File: src/rtl/done_tracker.sv
// ---------------------------------------------------------------------------
// done_tracker
//
// Purpose:
//   Completion-side partner of the asynchronous clock generator. It opens a
//   round on `start`, collects sticky per-unit completion from the datapath
//   units, and drives the `done` handshake. The 1->0 edge of `done` tells the
//   generator the round is over. A built-in watchdog forces `done` low if a
//   participating unit never completes.
//
// Ports:
//   clk          in   sampling clock, rising edge
//   planBreset   in   asynchronous active-high reset, clears all state
//   start        in   single-cycle pulse opening a round (honoured in IDLE only)
//   unit_mask    in   [N_UNITS] participating units, sampled on accepted start
//   unit_done    in   [N_UNITS] per-unit completion, sticky-captured in COLLECT
//   done         out  high while a round is open
//   busy         out  high in COLLECT and RELEASE
//   pending      out  [N_UNITS] masked units not yet complete
//   timeout_flag out  sticky watchdog-release indicator
//   round_cnt    out  [CNT_W] normally completed rounds, wraps
//   timeout_cnt  out  [CNT_W] watchdog releases, saturates
// ---------------------------------------------------------------------------
module done_tracker #(
    parameter int N_UNITS = 4,
    parameter int TIMEOUT = 16,
    parameter int TMR_W   = 5,
    parameter int CNT_W   = 8
) (
    input  logic               clk,
    input  logic               planBreset,
    input  logic               start,
    input  logic [N_UNITS-1:0] unit_mask,
    input  logic [N_UNITS-1:0] unit_done,
    output logic               done,
    output logic               busy,
    output logic [N_UNITS-1:0] pending,
    output logic               timeout_flag,
    output logic [CNT_W-1:0]   round_cnt,
    output logic [CNT_W-1:0]   timeout_cnt
);

    // S_EMPTY is the single done-high cycle of a round with no participants;
    // busy stays low there so that busy covers only the RELEASE cycle.
    typedef enum logic [1:0] {
        S_IDLE,
        S_EMPTY,
        S_COLLECT,
        S_RELEASE
    } state_t;

    localparam logic [TMR_W-1:0] TIMER_LAST = TMR_W'(TIMEOUT - 1);

    state_t             state_q,        state_d;
    logic               done_q,         done_d;
    logic               busy_q,         busy_d;
    logic [N_UNITS-1:0] pending_q,      pending_d;
    logic               timeout_flag_q, timeout_flag_d;
    logic [CNT_W-1:0]   round_cnt_q,    round_cnt_d;
    logic [CNT_W-1:0]   timeout_cnt_q,  timeout_cnt_d;
    logic [TMR_W-1:0]   timer_q,        timer_d;
    logic [N_UNITS-1:0] pending_nxt;

    always_comb begin
        state_d        = state_q;
        done_d         = done_q;
        busy_d         = busy_q;
        pending_d      = pending_q;
        timeout_flag_d = timeout_flag_q;
        round_cnt_d    = round_cnt_q;
        timeout_cnt_d  = timeout_cnt_q;
        timer_d        = timer_q;

        // Sticky capture: a pending bit only ever clears. Bits outside the
        // latched mask are already zero in pending_q, so they are ignored.
        pending_nxt = pending_q & ~unit_done;

        case (state_q)
            S_IDLE: begin
                done_d = 1'b0;
                busy_d = 1'b0;
                if (start) begin
                    pending_d      = unit_mask;
                    timer_d        = '0;
                    timeout_flag_d = 1'b0;
                    done_d         = 1'b1;
                    if (unit_mask != '0) begin
                        busy_d  = 1'b1;
                        state_d = S_COLLECT;
                    end else begin
                        state_d = S_EMPTY;
                    end
                end
            end

            S_EMPTY: begin
                done_d      = 1'b0;
                busy_d      = 1'b1;
                round_cnt_d = round_cnt_q + 1'b1;
                state_d     = S_RELEASE;
            end

            S_COLLECT: begin
                pending_d = pending_nxt;
                timer_d   = timer_q + 1'b1;
                // Completion is tested first so a unit finishing on the very
                // last watchdog cycle still counts as a normal round.
                if (pending_nxt == '0) begin
                    done_d      = 1'b0;
                    round_cnt_d = round_cnt_q + 1'b1;
                    state_d     = S_RELEASE;
                end else if (timer_q == TIMER_LAST) begin
                    done_d         = 1'b0;
                    timeout_flag_d = 1'b1;
                    if (timeout_cnt_q != '1) begin
                        timeout_cnt_d = timeout_cnt_q + 1'b1;
                    end
                    state_d = S_RELEASE;
                end
            end

            S_RELEASE: begin
                // One guaranteed low cycle toward the generator; a start seen
                // here is dropped, not queued.
                done_d  = 1'b0;
                busy_d  = 1'b0;
                state_d = S_IDLE;
            end

            default: begin
                done_d  = 1'b0;
                busy_d  = 1'b0;
                state_d = S_IDLE;
            end
        endcase
    end

    always_ff @(posedge clk or posedge planBreset) begin
        if (planBreset) begin
            state_q        <= S_IDLE;
            done_q         <= 1'b0;
            busy_q         <= 1'b0;
            pending_q      <= '0;
            timeout_flag_q <= 1'b0;
            round_cnt_q    <= '0;
            timeout_cnt_q  <= '0;
            timer_q        <= '0;
        end else begin
            state_q        <= state_d;
            done_q         <= done_d;
            busy_q         <= busy_d;
            pending_q      <= pending_d;
            timeout_flag_q <= timeout_flag_d;
            round_cnt_q    <= round_cnt_d;
            timeout_cnt_q  <= timeout_cnt_d;
            timer_q        <= timer_d;
        end
    end

    assign done         = done_q;
    assign busy         = busy_q;
    assign pending      = pending_q;
    assign timeout_flag = timeout_flag_q;
    assign round_cnt    = round_cnt_q;
    assign timeout_cnt  = timeout_cnt_q;

endmodule

File: config.mk
export PLATFORM = sky130hd
export DESIGN_NAME = done_tracker
export DESIGN_NICKNAME = d
export VERILOG_FILES = /design/src/rtl/done_tracker.sv
export SDC_FILE = /design/constraint.sdc
export NUM_CORES = 1
export LEC_CHECK = 0
export ABC_AREA = 1
export CAP_MARGIN = 0
export CORE_ASPECT_RATIO = 0.5
export CORE_UTILIZATION = 52
export DETAILED_ROUTE_END_ITERATION = 8
export GPL_TIMING_DRIVEN = 0
export PLACE_DENSITY = 0.8
export SYNTH_ARGS = -nofsm -noshare
export SYNTH_HDL_FRONTEND = slang
export SYNTH_SLANG_ARGS = --single-unit
export TNS_END_PERCENT = 5
File: constraint.sdc
create_clock -name clk -period 1.8 [get_ports clk]
set_input_delay 0.36 -clock clk [delete_from_list [all_inputs] [get_ports clk]]
set_output_delay 0.36 -clock clk [all_outputs]
set_load 0.02 [all_outputs]
==> metrics.md, run 1 <==
| Metric | Value |
|---|---|
| Status | completed |
| Die Y | 43.93 µm |
| Initial antenna violation count | 0 |
| Sink Count | 30 |
| Setup total negative slack | 0 ns |
| Worst r2r path cells | 8 |
| Hold path depth | 2 |
| Post-Synth XOR/XNOR Area | under 10% |
| Sequential area share after synthesis | 41.07% |
| Reg clk slew, reported paths | roughly 0.06 ns |
| Hold Crit Class | reg2reg |
| Vias in the first global route | 1,444 |
| Peak VDD IR | between 0.8 and 0.9 mV |
| Ports | 34 |
| DR vias/cell | between 4 and 5 |
| Synth warnings | 0 |
| Synthesized Nets | 250 |
| Worst Hold End | busy |
| Kind of cell adding the most delay to the critical path | buffers and inverters |
| Wire length per cell | 11.85 µm |
| Final worst slack | ~0.090 ns |
| CTS tree | built |
| Total core area | 0.003171 mm² |
| Min Hold Slack | just under 0.5 ns |
| Drt total wl | between 3 and 4 mm |
| Critical path class | reg2out |
| Largest family of logic cells by synthesized area | simple AND/OR/NAND/NOR gates |
| Cell Pwr Density | 1395 mW/mm² |
| Slew Viols, Final | 0 |
| Worst Clk Skew | between 0.002 and 0.003 ns |
| Antenna viol nets, final | 0 |
| Ant diodes | 0 |
| Fmax | about 0.6 GHz |
| Cells after Synth | 230 |
| Setup crit start kind | flop |
| Critical path's largest stage delay | ~0.64 ns |
| Pre-CTS setup slack | between 0.009 and 0.01 ns |
| HP Start | busy |
| Post-synthesis adder-cell area fraction | 6.160% |
| Final Power | ~3.3 mW |
| Die area | about 0.0038 mm² |
| Mapped Area | ~0.0018 mm² |
| Mapped Avg Cell Area | 7.948 µm² |
| Worst-path fanout max | 6 |
| Mux share of post-synthesis cell area | 0% |
| GP Congestion | ~0.77 |
| Slowest stage cell, crit path | clkdlybuf4s50_1 |
| Die width | between 80 and 90 µm |
| Fin util | between 70% and 80% |
| Area delta synth->final | 27.72% |
| Compound-Gate Fraction of Synth Area | a little over a tenth |
| Commonest non-fill, non-tap cell in the layout | nand2_1 |
| Share of layout cells above drive strength 1 | about 15% |
| Deepest clock path buffer count | 2 |
| Worst-Skew Late Latency | ~0.28 ns |
| Number of synthesized register bits | 30 |
| # DRC | 0 |
| DP Area | approximately 0.0022 mm² |
| Post-Synth Simple-Gate Area | between 30 and 40% |
| R2r startpoint | state_q[0] |
| Drt pass-1 iters | 4 |
| Most frequent cells in the layout | 64 x nand2_1, 32 x clkdlybuf4s50_1, 30 x inv_1, 30 x dfrtp_1, 21 x nand3_1 |
| Post-route insts no fill | between 300 and 400 |
| CP cell instances | clkdlybuf4s50_1 |
| R2R setup slack | around 0.13 ns |
| Detailed Place HPWL | 2.734 mm |
| Critical path required time | 1.44 ns |
| Largest net degree at the start of global routing | 31 |
| Row count | 14 |
| Slew @ Worst Pin | about 1.2 ns |
| Arrival time worst endpoint | around 1.4 ns |
| Final Setup Violations | 0 |
| Root buffer cell | clkbuf_8 |
| Nets | 292 |
| CTS hold repair buffers | 0 |
| Tcrit/Tclk final | between 90% and 100% |
| Pleak | between 1 and 1.5 nW |
| Post-route design area | between 0.002 and 0.0025 mm² |
| Cells after DPL | a little over 300 |
| CP endpoint kind | primary output |
| Initial Utilization | a little under 60% |
| Synth unique cells | 26 |
| Port Buf Inserts | 33 |
| Iter 0 DRT Violations | between 90 and 100 |
| CTS H-tree depth | 2 |
| Max_cap viols | 0 |
| TritonCTS buffer count | 5 |
| Relative slew slack | between 20% and 30% |
| First-pass GRT wire length | 6.458 mm |
| Critical register-to-register path endpoint | timer_q[2] |
| Grt ovf | 0 |
| Buf/Inv on CP | 1 |
| Total vias in the final route | ~1,600 |
| Min cycle time layout | ~1.7 ns |
| Total GRT Usage | a little under a quarter |
| Final Hold Fails | 0 |
[state kept, by name, indices dropped and copies added (netlist names)]
signal / flops
timeout_cnt: 8
round_cnt: 8
state_q: 2
pending: 4
timeout_flag: 1
done: 1
busy: 1
timer_q: 5
[synthesized netlist by cell type]
cell type  number  area (µm²)
o21ai_1         9       45.04
xnor2_1         2       17.52
o21ai_0         5       25.02
buf_2           1       5.000
nand4_1         1       6.260
dfrtp_1        30       750.7
nand2_2        10       62.56
nor2_2          2       12.51
inv_1          31       116.4
nor2_4          2       22.52
nand3_2         1       10.01
a21oi_1         8       40.04
nand2_1        64       240.2
o21ai_2         6       52.55
xor2_1          6       52.55
o22ai_1         1       6.260
ha_1            9       112.6
nand2_4         2       22.52
buf_12          1       20.02
a31oi_1         1       6.260
buf_6           1       11.26
nor2_1         11       41.29
nand3_1        21       105.1
a21oi_4         1       16.27
nand3b_1        3       22.52
nor3_1          1       5.000
[what timing repair did]
item | CTS | global route
resized for setup | 0 | 5
pin swaps | 0 | 1
setup endpoints to repair | 2 | 12
setup buffers | 2 | 0
[worst max path at each step]
| stage | start | to | slack (ns) | cells after the start |
|---|---|---|---|---|
| 4_1_cts | timeout_cnt[5] | timeout_cnt[5] | 0.05 | 1 |
| 3_5_place_dp | planBreset | busy | 0.01 | 2 |
| 2_1_floorplan | timer_q[0] | timeout_cnt[5] | 0.31 | 9 |
| 3_3_place_gp | planBreset | timer_q[1] | 0.003 | 2 |
| 6_report | round_cnt[4] | round_cnt[4] | 0.09 | 1 |
| 5_1_grt | state_q[0] | timer_q[2] | -0.002 | 8 |
[per-layer routing]
layer,track usage (%),share of wire (%)
met3,8.571,4.4
met1,29.96,49
met5,0,0
met4,5.000,0.87
met2,37.12,45
[kinds of logic (layout without fill, tap and decap cells)]
logic type	count (synthesis)	count (layout)
xor+xnor	8	8
compound gates	31	31
fa+ha+maj	9	9
buf+inv	34	77
simple gates	118	118
flops	30	30
[layout make-up]
type                    instances  area (µm²)
flip-flops and latches         30       750.7
fillers                       253       835.8
plain buffers                   3       36.28
clock buffers                   7       86.33
inverters                      31       116.4
repair buffers                 35       347.8
well taps                      48       60.06
clock inverters                 1       5.005
multi-input cells             166       932.1
[report_power, final]
part | leakage [nW] | internal (mW) | total, mW | switching (mW)
Clock | 0.0482 | 0.308 | 0.562 | 0.254
Combinational | 0.700 | 0.680 | 1.67 | 0.990
Sequential | 0.397 | 0.864 | 1.02 | 0.159
Total | 1.15 | 1.85 | 3.26 | 1.40
Power figures use the tool's default switching activity.
==> run 2: changes to the inputs <==
--- a/config.mk
+++ b/config.mk
@@ -6,7 +6,6 @@
 export NUM_CORES = 1
 export LEC_CHECK = 0
 export ABC_AREA = 1
-export CAP_MARGIN = 0
 export CORE_ASPECT_RATIO = 0.5
 export CORE_UTILIZATION = 52
 export DETAILED_ROUTE_END_ITERATION = 8
==> results of run 2 <==
Same layout as run 1: the final DEF is identical, and so are final timing and power.
==> run 3: changes to the inputs <==
==> constraint.sdc (replaced) <==
create_clock -name clk -period 1.68 [get_ports clk]
set_input_delay 0.336 -clock clk [delete_from_list [all_inputs] [get_ports clk]]
set_output_delay 0.336 -clock clk [all_outputs]
set_load 0.02 [all_outputs]
==> metrics.md, run 3 (synthesis gave the netlist of run 1 again) <==
| Metric | Value |
|---|---|
| Status | completed (unchanged) |
| CTS H-tree depth | 2 (unchanged) |
| CP cell instances | clkdlybuf4s50_1 (unchanged) |
| Critical path class | reg2out (unchanged) |
| Kind of cell adding the most delay to the critical path | buffers and inverters (unchanged) |
| Die Y | 43.93 µm (unchanged) |
| CP endpoint kind | primary output (unchanged) |
| Setup crit start kind | flop (unchanged) |
| Initial antenna violation count | 0 (unchanged) |
| Post-route design area | 0.002356 mm² (was 0.002335 mm²) |
| Largest net degree at the start of global routing | 31 (unchanged) |
| Most frequent cells in the layout | 63 x nand2_1, 30 x dfrtp_1, 29 x inv_1 (was 64 x nand2_1, 32 x clkdlybuf4s50_1, 30 x inv_1, 30 x dfrtp_1, 21 x nand3_1) |
| Drt total wl | 3.857 mm (was 3.803 mm) |
| Die width | 85.85 µm (unchanged) |
| Multi-input gate area | 937.1 µm² (was 932.1 µm²) |
| Cell Pwr Density | 1492 mW/mm² (was 1395 mW/mm²) |
| Critical path's largest stage delay | 0.62 ns (was 0.64 ns) |
| Setup total negative slack | 0 ns (unchanged) |
| Area delta synth->final | 28.88% (was 27.72%) |
| Arrival time worst endpoint | 1.30 ns (was 1.35 ns) |
| Ant diodes | 0 (unchanged) |
| Vias in the first global route | 1,474 (was 1,444) |
| Buf/Inv on CP | 1 (unchanged) |
| Detailed Place HPWL | 2.734 mm (unchanged) |
| Total core area | 0.003171 mm² (unchanged) |
| Reg clk slew, reported paths | 0.06 ns (about the same) |
| GP Congestion | 0.7727 (unchanged) |
| Total vias in the final route | 1,586 (was 1,584) |
| Worst-Skew Late Latency | 0.28 ns (about the same) |
| Sink Count | 30 (unchanged) |
| DP Area | 0.002218 mm² (unchanged) |
| Final Setup Violations | 0 (unchanged) |
| Min cycle time layout | around 1.6 ns |
| Slew Viols, Final | 0 (unchanged) |
| Row count | 14 (unchanged) |
| TritonCTS buffer count | 5 (unchanged) |
| Hold Crit Class | reg2reg (unchanged) |
| Drt pass-1 iters | 6 (was 4) |
| Max_cap viols | 0 (unchanged) |
| Die area | 0.003771 mm² (unchanged) |
| Pleak | 1.247 nW (was 1.146 nW) |
| Antenna viol nets, final | 0 (unchanged) |
| Final Power | 3.515 mW (was 3.257 mW) |
| Ports | 34 (unchanged) |
| Slowest stage cell, crit path | clkdlybuf4s50_1 (unchanged) |
| Wire length per cell | 11.98 µm (was 11.85 µm) |
| CTS tree | built (unchanged) |
| Worst Clk Skew | 0.002173 ns (was 0.002882 ns) |
| Final Hold Fails | 0 (unchanged) |
| Tcrit/Tclk final | 97.33% |
| RSZ-0062 raised after global routing | yes |
| Deepest clock path buffer count | 2 (unchanged) |
| Fill cell count | 247 (was 253) |
| Iter 0 DRT Violations | 129 (was 99) |
| Peak VDD IR | 0.9157 mV (was 0.8466 mV) |
| First-pass GRT wire length | 6.568 mm (was 6.458 mm) |
| Fmax | a little over 0.6 GHz |
| DR vias/cell | 4.925 (was 4.935) |
| Share of layout cells above drive strength 1 | 16.06% (was 14.65%) |
| FF+latch area | 750.7 µm² (unchanged) |
| Nets | 293 (was 292) |
| Relative slew slack | 21.59% (was 21.45%) |
| Slew @ Worst Pin | 1.175 ns (was 1.177 ns) |
| Worst-path fanout max | 4 (was 6) |
| Initial Utilization | 57.66% (unchanged) |
| Grt ovf | 0 (unchanged) |
| Total GRT Usage | 23.28% (was 22.94%) |
| Port Buf Inserts | 33 (unchanged) |
| # DRC | 0 (unchanged) |
| Root buffer cell | clkbuf_8 (unchanged) |
| Commonest non-fill, non-tap cell in the layout | nand2_1 (unchanged) |
| Critical path required time | 1.34 ns (was 1.44 ns) |
| CTS hold repair buffers | 0 (unchanged) |
## run 3: final timing paths
path,slack (ns),depth (start not counted),start,end
min,0.49,2,busy,busy
max,0.04,1,round_cnt[5],round_cnt[5]
max in group asynchronous,0.31,2,planBreset,pending[2]
max reg2reg,0.06,9,timer_q[0],timeout_cnt[2]
min reg2reg,0.49,2,busy,busy
min in group asynchronous,0.67,2,planBreset,timeout_cnt[1]
## run 3: cell type report
cell class	instances	area share, %
plain buffers	3	1.540
clock buffers	7	3.664
clock inverters	1	0.2124
inverters	31	4.939
multi-input cells	166	39.78
flip-flops and latches	30	31.86
well taps	48	2.549
repair buffers	36	15.45
## run 3: tightest hold or removal path: stages (launching register included)
cell and delay [ns]:
dfrtp_1 0.35, nand2_1 0.05, o21ai_0 0.06
## run 3: per-layer routing
layer	GRT usage (%)	vias up	share of wire, %
met1	29.96	742	50
met5	0	-	0
met4	5.000	0	0.86
met2	38.40	26	45
li1	-	814	-
met3	8.571	4	3.7
## run 3: per-stage QoR
step                std cells  hold slack, ns  util [%]  worst slack, ns
floorplan                 230          0.4268         -           0.1856
global placement          311          0.4743     69.97         -0.09319
detailed placement        311          0.4752     69.97         -0.08601
CTS                       321          0.4939     73.44         0.003365
global route              322          0.5293     74.31         -0.03839
finish                    322          0.4934     74.31          0.04479
## run 3: timing repair
| item | 4_1_cts | 5_1_grt |
|---|---|---|
| setup buffers | 2 | 1 |
| pin swaps | 0 | 3 |
| endpoints found under the setup margin | 12 | 32 |
| gates resized for setup | 7 | 9 |
## run 3: power by group
group          switching [mW]  internal, mW  total, mW
Clock                   0.275         0.330      0.605
Sequential              0.172         0.926       1.10
Combinational            1.08         0.737       1.81
